File: config.mk
export PLATFORM = sky130hd
export DESIGN_NAME = uart_tx_scheduler
export DESIGN_NICKNAME = d
export VERILOG_FILES = /design/src/rtl/uart_tx_scheduler.sv
export SDC_FILE = /design/constraint.sdc
export NUM_CORES = 1
export LEC_CHECK = 0
export CAP_MARGIN = 0
export CORE_UTILIZATION = 42
export DETAILED_ROUTE_END_ITERATION = 7
export GPL_ROUTABILITY_DRIVEN = 0
export PLACE_DENSITY = 0.91
export SKIP_LAST_GASP = 1
export SLEW_MARGIN = 0
export SYNTH_ARGS = -nofsm -noshare
export SYNTH_HDL_FRONTEND = slang
export SYNTH_SLANG_ARGS = --single-unit
File: constraint.sdc
create_clock -name clock -period 4.8 [get_ports clock]
set_input_delay 0.72 -clock clock [delete_from_list [all_inputs] [get_ports clock]]
set_output_delay 0.72 -clock clock [all_outputs]
set_load 0.02 [all_outputs]
File: src/rtl/uart_tx_scheduler.sv
// Round-robin scheduler sharing one uart_transmitter between NUM_REQ byte producers.
// Define UART_TX_SCHED_TIMEOUT_EN to add the BUSY watchdog (tmo_err); otherwise tmo_err is tied 0.
module uart_tx_scheduler #(
  parameter int NUM_REQ   = 4,
  parameter int ID_W      = 2,
  parameter int TMO_TICKS = 12
) (
  input  logic                 clock,
  input  logic                 reset_n,
  input  logic [NUM_REQ-1:0]   req_valid,
  input  logic [8*NUM_REQ-1:0] req_data,
  output logic [NUM_REQ-1:0]   req_ready,
  input  logic                 baud_tick,
  output logic                 tx_start,
  output logic [7:0]           tx_data,
  input  logic                 tx_done,
  output logic [ID_W-1:0]      grant_id,
  output logic                 busy,
  output logic                 sent,
  output logic                 tmo_err
);

  typedef enum logic [2:0] {SYNC, IDLE, LAUNCH, BUSY, DRAIN} state_t;

  state_t          state, state_nxt;
  logic [ID_W-1:0] rr_ptr;
  logic [ID_W-1:0] winner;
  logic [ID_W-1:0] winner_inc;
  logic            found;
  logic            tmo_hit;

  if (NUM_REQ < 2 || NUM_REQ > 8 || (1 << ID_W) < NUM_REQ ||
      TMO_TICKS < 1 || TMO_TICKS > 15) begin : g_bad_cfg
    $error("uart_tx_scheduler: unsupported parameter combination");
  end

  // Two passes give the first requester at or above rr_ptr, else wrap to the lowest one.
  always_comb begin
    found  = 1'b0;
    winner = '0;
    for (int unsigned i = 0; i < NUM_REQ; i++) begin
      if (!found && req_valid[i] && (i >= 32'(rr_ptr))) begin
        found  = 1'b1;
        winner = ID_W'(i);
      end
    end
    for (int unsigned i = 0; i < NUM_REQ; i++) begin
      if (!found && req_valid[i]) begin
        found  = 1'b1;
        winner = ID_W'(i);
      end
    end
  end

  assign winner_inc = (winner == ID_W'(NUM_REQ - 1)) ? '0 : winner + 1'b1;

  always_ff @(posedge clock) begin
    if (!reset_n) state <= SYNC;
    else          state <= state_nxt;
  end

  always_comb begin
    state_nxt = state;
    case (state)
      SYNC:    if (baud_tick && !tx_done) state_nxt = IDLE;
      IDLE:    if (found)                 state_nxt = LAUNCH;
      LAUNCH:  if (baud_tick)             state_nxt = BUSY;
      BUSY: begin
        if (tx_done)      state_nxt = DRAIN;
        else if (tmo_hit) state_nxt = SYNC;
      end
      DRAIN:   if (baud_tick && !tx_done) state_nxt = IDLE;
      default:                            state_nxt = SYNC;
    endcase
  end

  always_comb begin
    tx_start = (state == LAUNCH);
    busy     = (state == LAUNCH) || (state == BUSY) || (state == DRAIN);
  end

  always_ff @(posedge clock) begin
    if (!reset_n) begin
      req_ready <= '0;
      tx_data   <= '0;
      grant_id  <= '0;
      rr_ptr    <= '0;
      sent      <= 1'b0;
    end else begin
      req_ready <= '0;
      sent      <= (state == DRAIN) && baud_tick && !tx_done;
      if (state == IDLE && found) begin
        req_ready <= NUM_REQ'(1) << winner;
        tx_data   <= req_data[8*winner +: 8];
        grant_id  <= winner;
        rr_ptr    <= winner_inc;
      end
    end
  end

`ifdef UART_TX_SCHED_TIMEOUT_EN
  logic [3:0] tmo_cnt;

  assign tmo_hit = (tmo_cnt == 4'(TMO_TICKS));

  // Counter is cleared while launching so it starts at zero on BUSY entry.
  always_ff @(posedge clock) begin
    if (!reset_n) begin
      tmo_cnt <= '0;
      tmo_err <= 1'b0;
    end else begin
      if (state == LAUNCH)
        tmo_cnt <= '0;
      else if (state == BUSY && baud_tick)
        tmo_cnt <= tmo_cnt + 1'b1;
      if (state == BUSY && !tx_done && tmo_hit)
        tmo_err <= 1'b1;
    end
  end
`else
  assign tmo_hit = 1'b0;
  assign tmo_err = 1'b0;
`endif

endmodule

Word-level counts from Yosys, hierarchy flattened

Cells that the tools add are included.

Eq/ne operators: 9
$add $sub $neg: 1
$lt $le $gt $ge: 3
Reduce and logical (&&, ||, !) cells: 28
Multiplexer cells: 21
Shifts and indexed selects: 2

Operator list:

| kind                | number |
|---|---|
| $shiftx 32x6->8     | 1 |
| $logic_and 1x1->1   | 14 |
| $mux 2              | 7 |
| $mux 3              | 4 |
| $pmux 3 s4          | 1 |
| $mux 1              | 9 |
| $logic_not 1->1     | 8 |
| $eq 3x2->1 const B  | 2 |
| $ne 2x2->1 const B  | 3 |
| $ge 1x2->1 const A  | 2 |
| $reduce_and 4->1    | 1 |
| $shl 1x2->4 const A | 1 |
| $eq 3x1->1 const B  | 1 |
| $eq 3x3->1 const B  | 1 |
| $logic_not 3->1     | 1 |
| $add 2x1->2 const B | 1 |
| $eq 2x2->1 const B  | 1 |
| $ge 2x2->1 const A  | 1 |
| $logic_or 1x1->1    | 2 |
| $ne 2x1->1 const B  | 1 |
| $reduce_and 2->1    | 1 |
| $reduce_or 2->1     | 1 |

Word-level logic and storage cells: 70
Output and inout bits: 18
Flip-flop bits (word level): 20
Bits of input ports: 40

Longest topological paths before layout

Word-level depth: 28
Gate-level depth with buffers: 8
Mapped depth without buffers: 6

Least setup slack after synthesis

OpenSTA, ideal clock, no wires.

Path type: input-to-reg
Start: input port req_valid[0]
End: register rr_ptr[1]
Slack: 2.897 ns
Required time: 4.684 ns
Library setup time: 0.116 ns
Stages: 8
Data arrival time: 1.786 ns
Path buffers: 2
Path through: a21oi_1 -> o21ai_1 -> o2bb2a_1 -> buf_6 -> buf_6 -> ha_1 -> mux2i_1 -> nor2b_1

Cells in the longest elaborated chain, start to end: 27
Elaborated cells on any way between the ends: 36
Classes of those cells: add/sub (1); eq/ne (1); mux (16); reduce/logical (18)

RTL lines:

| item                                             | RTL line | text |
|---|---|---|
| from (decl)                                      | 10       | `input logic [NUM_REQ-1:0] req_valid,` |
| $logic_and 1x1->1                                | 42       | `if (!found && req_valid[i] && (i >= 32'(rr_ptr))) begin` |
| $mux 1                                           | 42       |  |
| $logic_not 1->1                                  | 42       |  |
| $logic_and 1x1->1 (2 in a row)                   | 42       |  |
| $mux 1                                           | 42       |  |
| $logic_not 1->1                                  | 42       |  |
| $logic_and 1x1->1 (2 in a row)                   | 42       |  |
| $mux 1                                           | 42       |  |
| (+11 left out)                                   | --       |  |
| $mux 1                                           | 48       | `if (!found && req_valid[i]) begin` |
| $logic_not 1->1                                  | 48       |  |
| $logic_and 1x1->1                                | 48       |  |
| $mux 2 (*)                                       | 48       |  |
| named net winner[1]                              | 27       | `logic [ID_W-1:0] winner;` |
| $add 2x1->2 / $eq 2x2->1 (equally long branches) | 55       | `assign winner_inc = (winner == ID_W'(NUM_REQ - 1)) ? '0 : winner + 1'b1;` |
| $mux 2 (*)                                       | 55       |  |
| named net winner_inc[1]                          | 28       | `logic [ID_W-1:0] winner_inc;` |
| to (signal assigned)                             | 96       | `rr_ptr <= winner_inc;` |
| to (decl)                                        | 26       | `logic [ID_W-1:0] rr_ptr;` |

The timed path passes the listed nets; every way through them passes the cells marked *.
A chain may end at the register's enable or synchronous reset.

Worst setup path in the final report

Start: input port req_valid[0]
End: register tx_data[1]

Cells in the longest elaborated chain, start to end: 26
Elaborated cells on any way between the ends: 34
Classes of those cells: shift (1); mux (15); reduce/logical (18)

RTL lines:

| item                                                        | RTL line | text |
|---|---|---|
| $logic_and 1x1->1                                           | 42       |  |
| $mux 1                                                      | 42       |  |
| $logic_not 1->1                                             | 42       |  |
| $logic_and 1x1->1 (2 in a row)                              | 42       |  |
| $mux 1                                                      | 42       |  |
| $logic_not 1->1                                             | 42       |  |
| $logic_and 1x1->1 (2 in a row)                              | 42       |  |
| $mux 1                                                      | 42       |  |
| (+8 left out)                                               | --       |  |
| $mux 1                                                      | 48       |  |
| $logic_not 1->1                                             | 48       |  |
| $logic_and 1x1->1                                           | 48       |  |
| $mux 1                                                      | 48       |  |
| $logic_not 1->1                                             | 48       |  |
| $logic_and 1x1->1                                           | 48       |  |
| $mux 2 / $mux 1 (equally long branches)                     | 48       |  |
| $shiftx 32x6->8 / $logic_and 1x1->1 (equally long branches) | 94, 92   |  |
| to (signal assigned)                                        | 94       | `tx_data <= req_data[8*winner +: 8];` |
| to (decl)                                                   | 15       | `output logic [7:0] tx_data,` |

Several ways; a longest one is shown, not always the timed one.

==> metrics <==
core area=~0.0025 mm²; period utilization=59.33%; Max VDD drop=~0.22 mV; slew margin rel.=25.26%; Final Critical Period=2848 ps; RSZ-0062 raised after global routing=false; sequential area share after synthesis=35.87%; largest net degree at the start of global routing=22; Clock Skew=5.363 ps; Skew-Pair Late Insertion Delay=310 ps; Die ar.=roughly 0.0029 mm²; Die Span Y=53.55 µm; row count=18; Root Driver=clkbuf_4; vias in the first global route=915; grt ovf=0; Peak Freq=351.1 MHz; boundary pin count=58; clock slew at reported path FFs=~100 ps; vias per cell=between 5 and 6; via count=approximately 1000; post_cts resized=0; Max Cap Violations=0; die width=53.55 µm; critical path peak fanout=21; final setup vio count=0; CTS tree=yes; GR Util All Layers=20.30%; clk sinks=20; critical path data required time=4970 ps; setup tns final=0 ps; critical path startpoint category=primary input; Synth Register Bits=20; global-route wire length before repair=4.084 mm; fin. max-slew vios=0; FF/Latch Area=400.4 µm²; hold_buf cts=0; Final Util=around two thirds; Min-Delay Path Class=flip-flop to flip-flop; starting density of the core=44.64%; Syn Inst Count=113; # DRC=0; worst-margin pin slew=1121 ps; DRT iter0 DRCs=21; Syn. warnings=0; Area growth syn-to-layout=50.45%; layout cells sized above 1=9.756%; Port-buffer cells=56; CP Data Arrival Time=3020 ps; drt wl/cell=between 10 and 15 µm; initial antenna violation count=0; post-route cell area=0.001679 mm²; Pre-antenna DRT Iters=4; post-CTS setup buffer count=0; placed cell area=0.001643 mm²; kind of critical path=primary input to flip-flop; WL final=2.784 mm; clk buf depth=2; Pwr Total=0.4063 mW; final hold vios=0; fillers=206; status=finished, final reports clean; synthesized area=0.001116 mm²; Leakage=0.6082 nW; post-synth cell types=27; Syn Nets=roughly 150; Num CTS Buffers=3; Power Density=242.0 mW/mm²; Antenna Cells=0; antenna viol nets, final=0; dpl hpwl=approximately 2.1 mm; syn_area_per_cell=just under 10 µm²; H-Tree Level Count=1; fin nets=206; area of the multi-input gates=~630 µm²; CP endpoint kind=flip-flop
[cell usage in the layout, fill, tap and decap left out, drive strengths merged, types with 4 or more instances in the layout]
cell | Yosys | routed
clkdlybuf4s50 | 0 | 56
dfxtp | 20 | 20
mux2i | 19 | 19
nand2 | 13 | 13
a21oi | 8 | 8
o221ai | 8 | 8
nor2 | 6 | 6
inv | 5 | 5
o21ai | 4 | 4
clkbuf | 3 | 4
[metrics by stage]
stage | setup slack, ps | instances | hold WS [ps]
after floorplan | 2897 | 113 | 447.4
after global placement | 1755 | 190 | 434.2
after detailed placement | 1636 | 190 | 434.3
after CTS | 1952 | 194 | 449.7
after global routing | 1839 | 194 | 493.6
final | 1952 | 194 | 447.3
[sequential cells by signal (all words and copies together) (netlist names)]
name,cells
tx_data,8
req_ready,4
state,3
grant_id,2
rr_ptr,2
sent,1
[cell type report]
cell class	count	share of cell area [%]
clock buffer	4	2.161
tap	30	2.235
sequential	20	23.85
multi-input combinational	79	37.26
timing repair buffer	56	33.38
inverter	5	1.118
[worst max-delay path, cell delays in order]
cell             delay, ps
clkdlybuf4s50_1        500
a21oi_1                210
o21ai_1                 70
o2bb2a_1               980
mux2i_1                390
o221ai_2               140
[cell usage after synthesis]
cell	number	area [µm²]
dfxtp_1	20	400.4
mux2i_1	19	190.2
nand2_1	13	48.80
a21oi_1	8	40.04
o221ai_2	8	120.1
nor2_1	6	22.52
inv_1	5	18.77
buf_6	4	45.04
clkbuf_1	3	11.26
nand2b_1	3	18.77
nor2b_1	3	18.77
nor3b_1	3	22.52
o21ai_0	3	15.01
buf_4	2	15.01
a311oi_2	1	15.01
and2_1	1	6.260
and4b_1	1	10.01
conb_1	1	3.750
ha_1	1	12.51
nand4b_1	1	8.760
nand4bb_1	1	11.26
nor4_2	1	12.51
nor4b_2	1	15.01
o21ai_1	1	5.000
o21bai_1	1	7.510
o221a_2	1	11.26
o2bb2a_1	1	10.01
[report_power, final]
group | internal (mW) | switching [mW]
registers | 0.176 | 0.00838
clock network | 0.0464 | 0.0516
logic | 0.0684 | 0.0556
[per-layer routing]
layer	GRT usage [%]	routed length [µm]
met1	22.41	1074
met2	38.13	1569
met3	5.085	106
met4	5.263	34
met5	0	0
[final timing paths]
path / startpoint / end / slack, ps / cells after the start
max: req_valid[0] / tx_data[1] / 1950 / 6
min: grant_id[0] / grant_id[0] / 450 / 2
max reg2reg: rr_ptr[1] / tx_data[1] / 2510 / 5
min reg2reg: grant_id[0] / grant_id[0] / 450 / 2
[kinds of logic (layout without fill, tap and decap cells)]
| family | count (synthesis) | count (layout) | share of synthesized area, % |
|---|---|---|---|
| simple gates | 34 | 34 | 17.49 |
| compound gates | 24 | 24 | 20.07 |
| buf+inv | 14 | 65 | 8.071 |
| fa+ha+maj | 1 | 1 | 1.121 |
| flops | 20 | 20 | 35.87 |
| other cells | 1 | 1 | 0.3360 |
| mux | 19 | 19 | 17.04 |
Power figures use the tool's default switching activity.
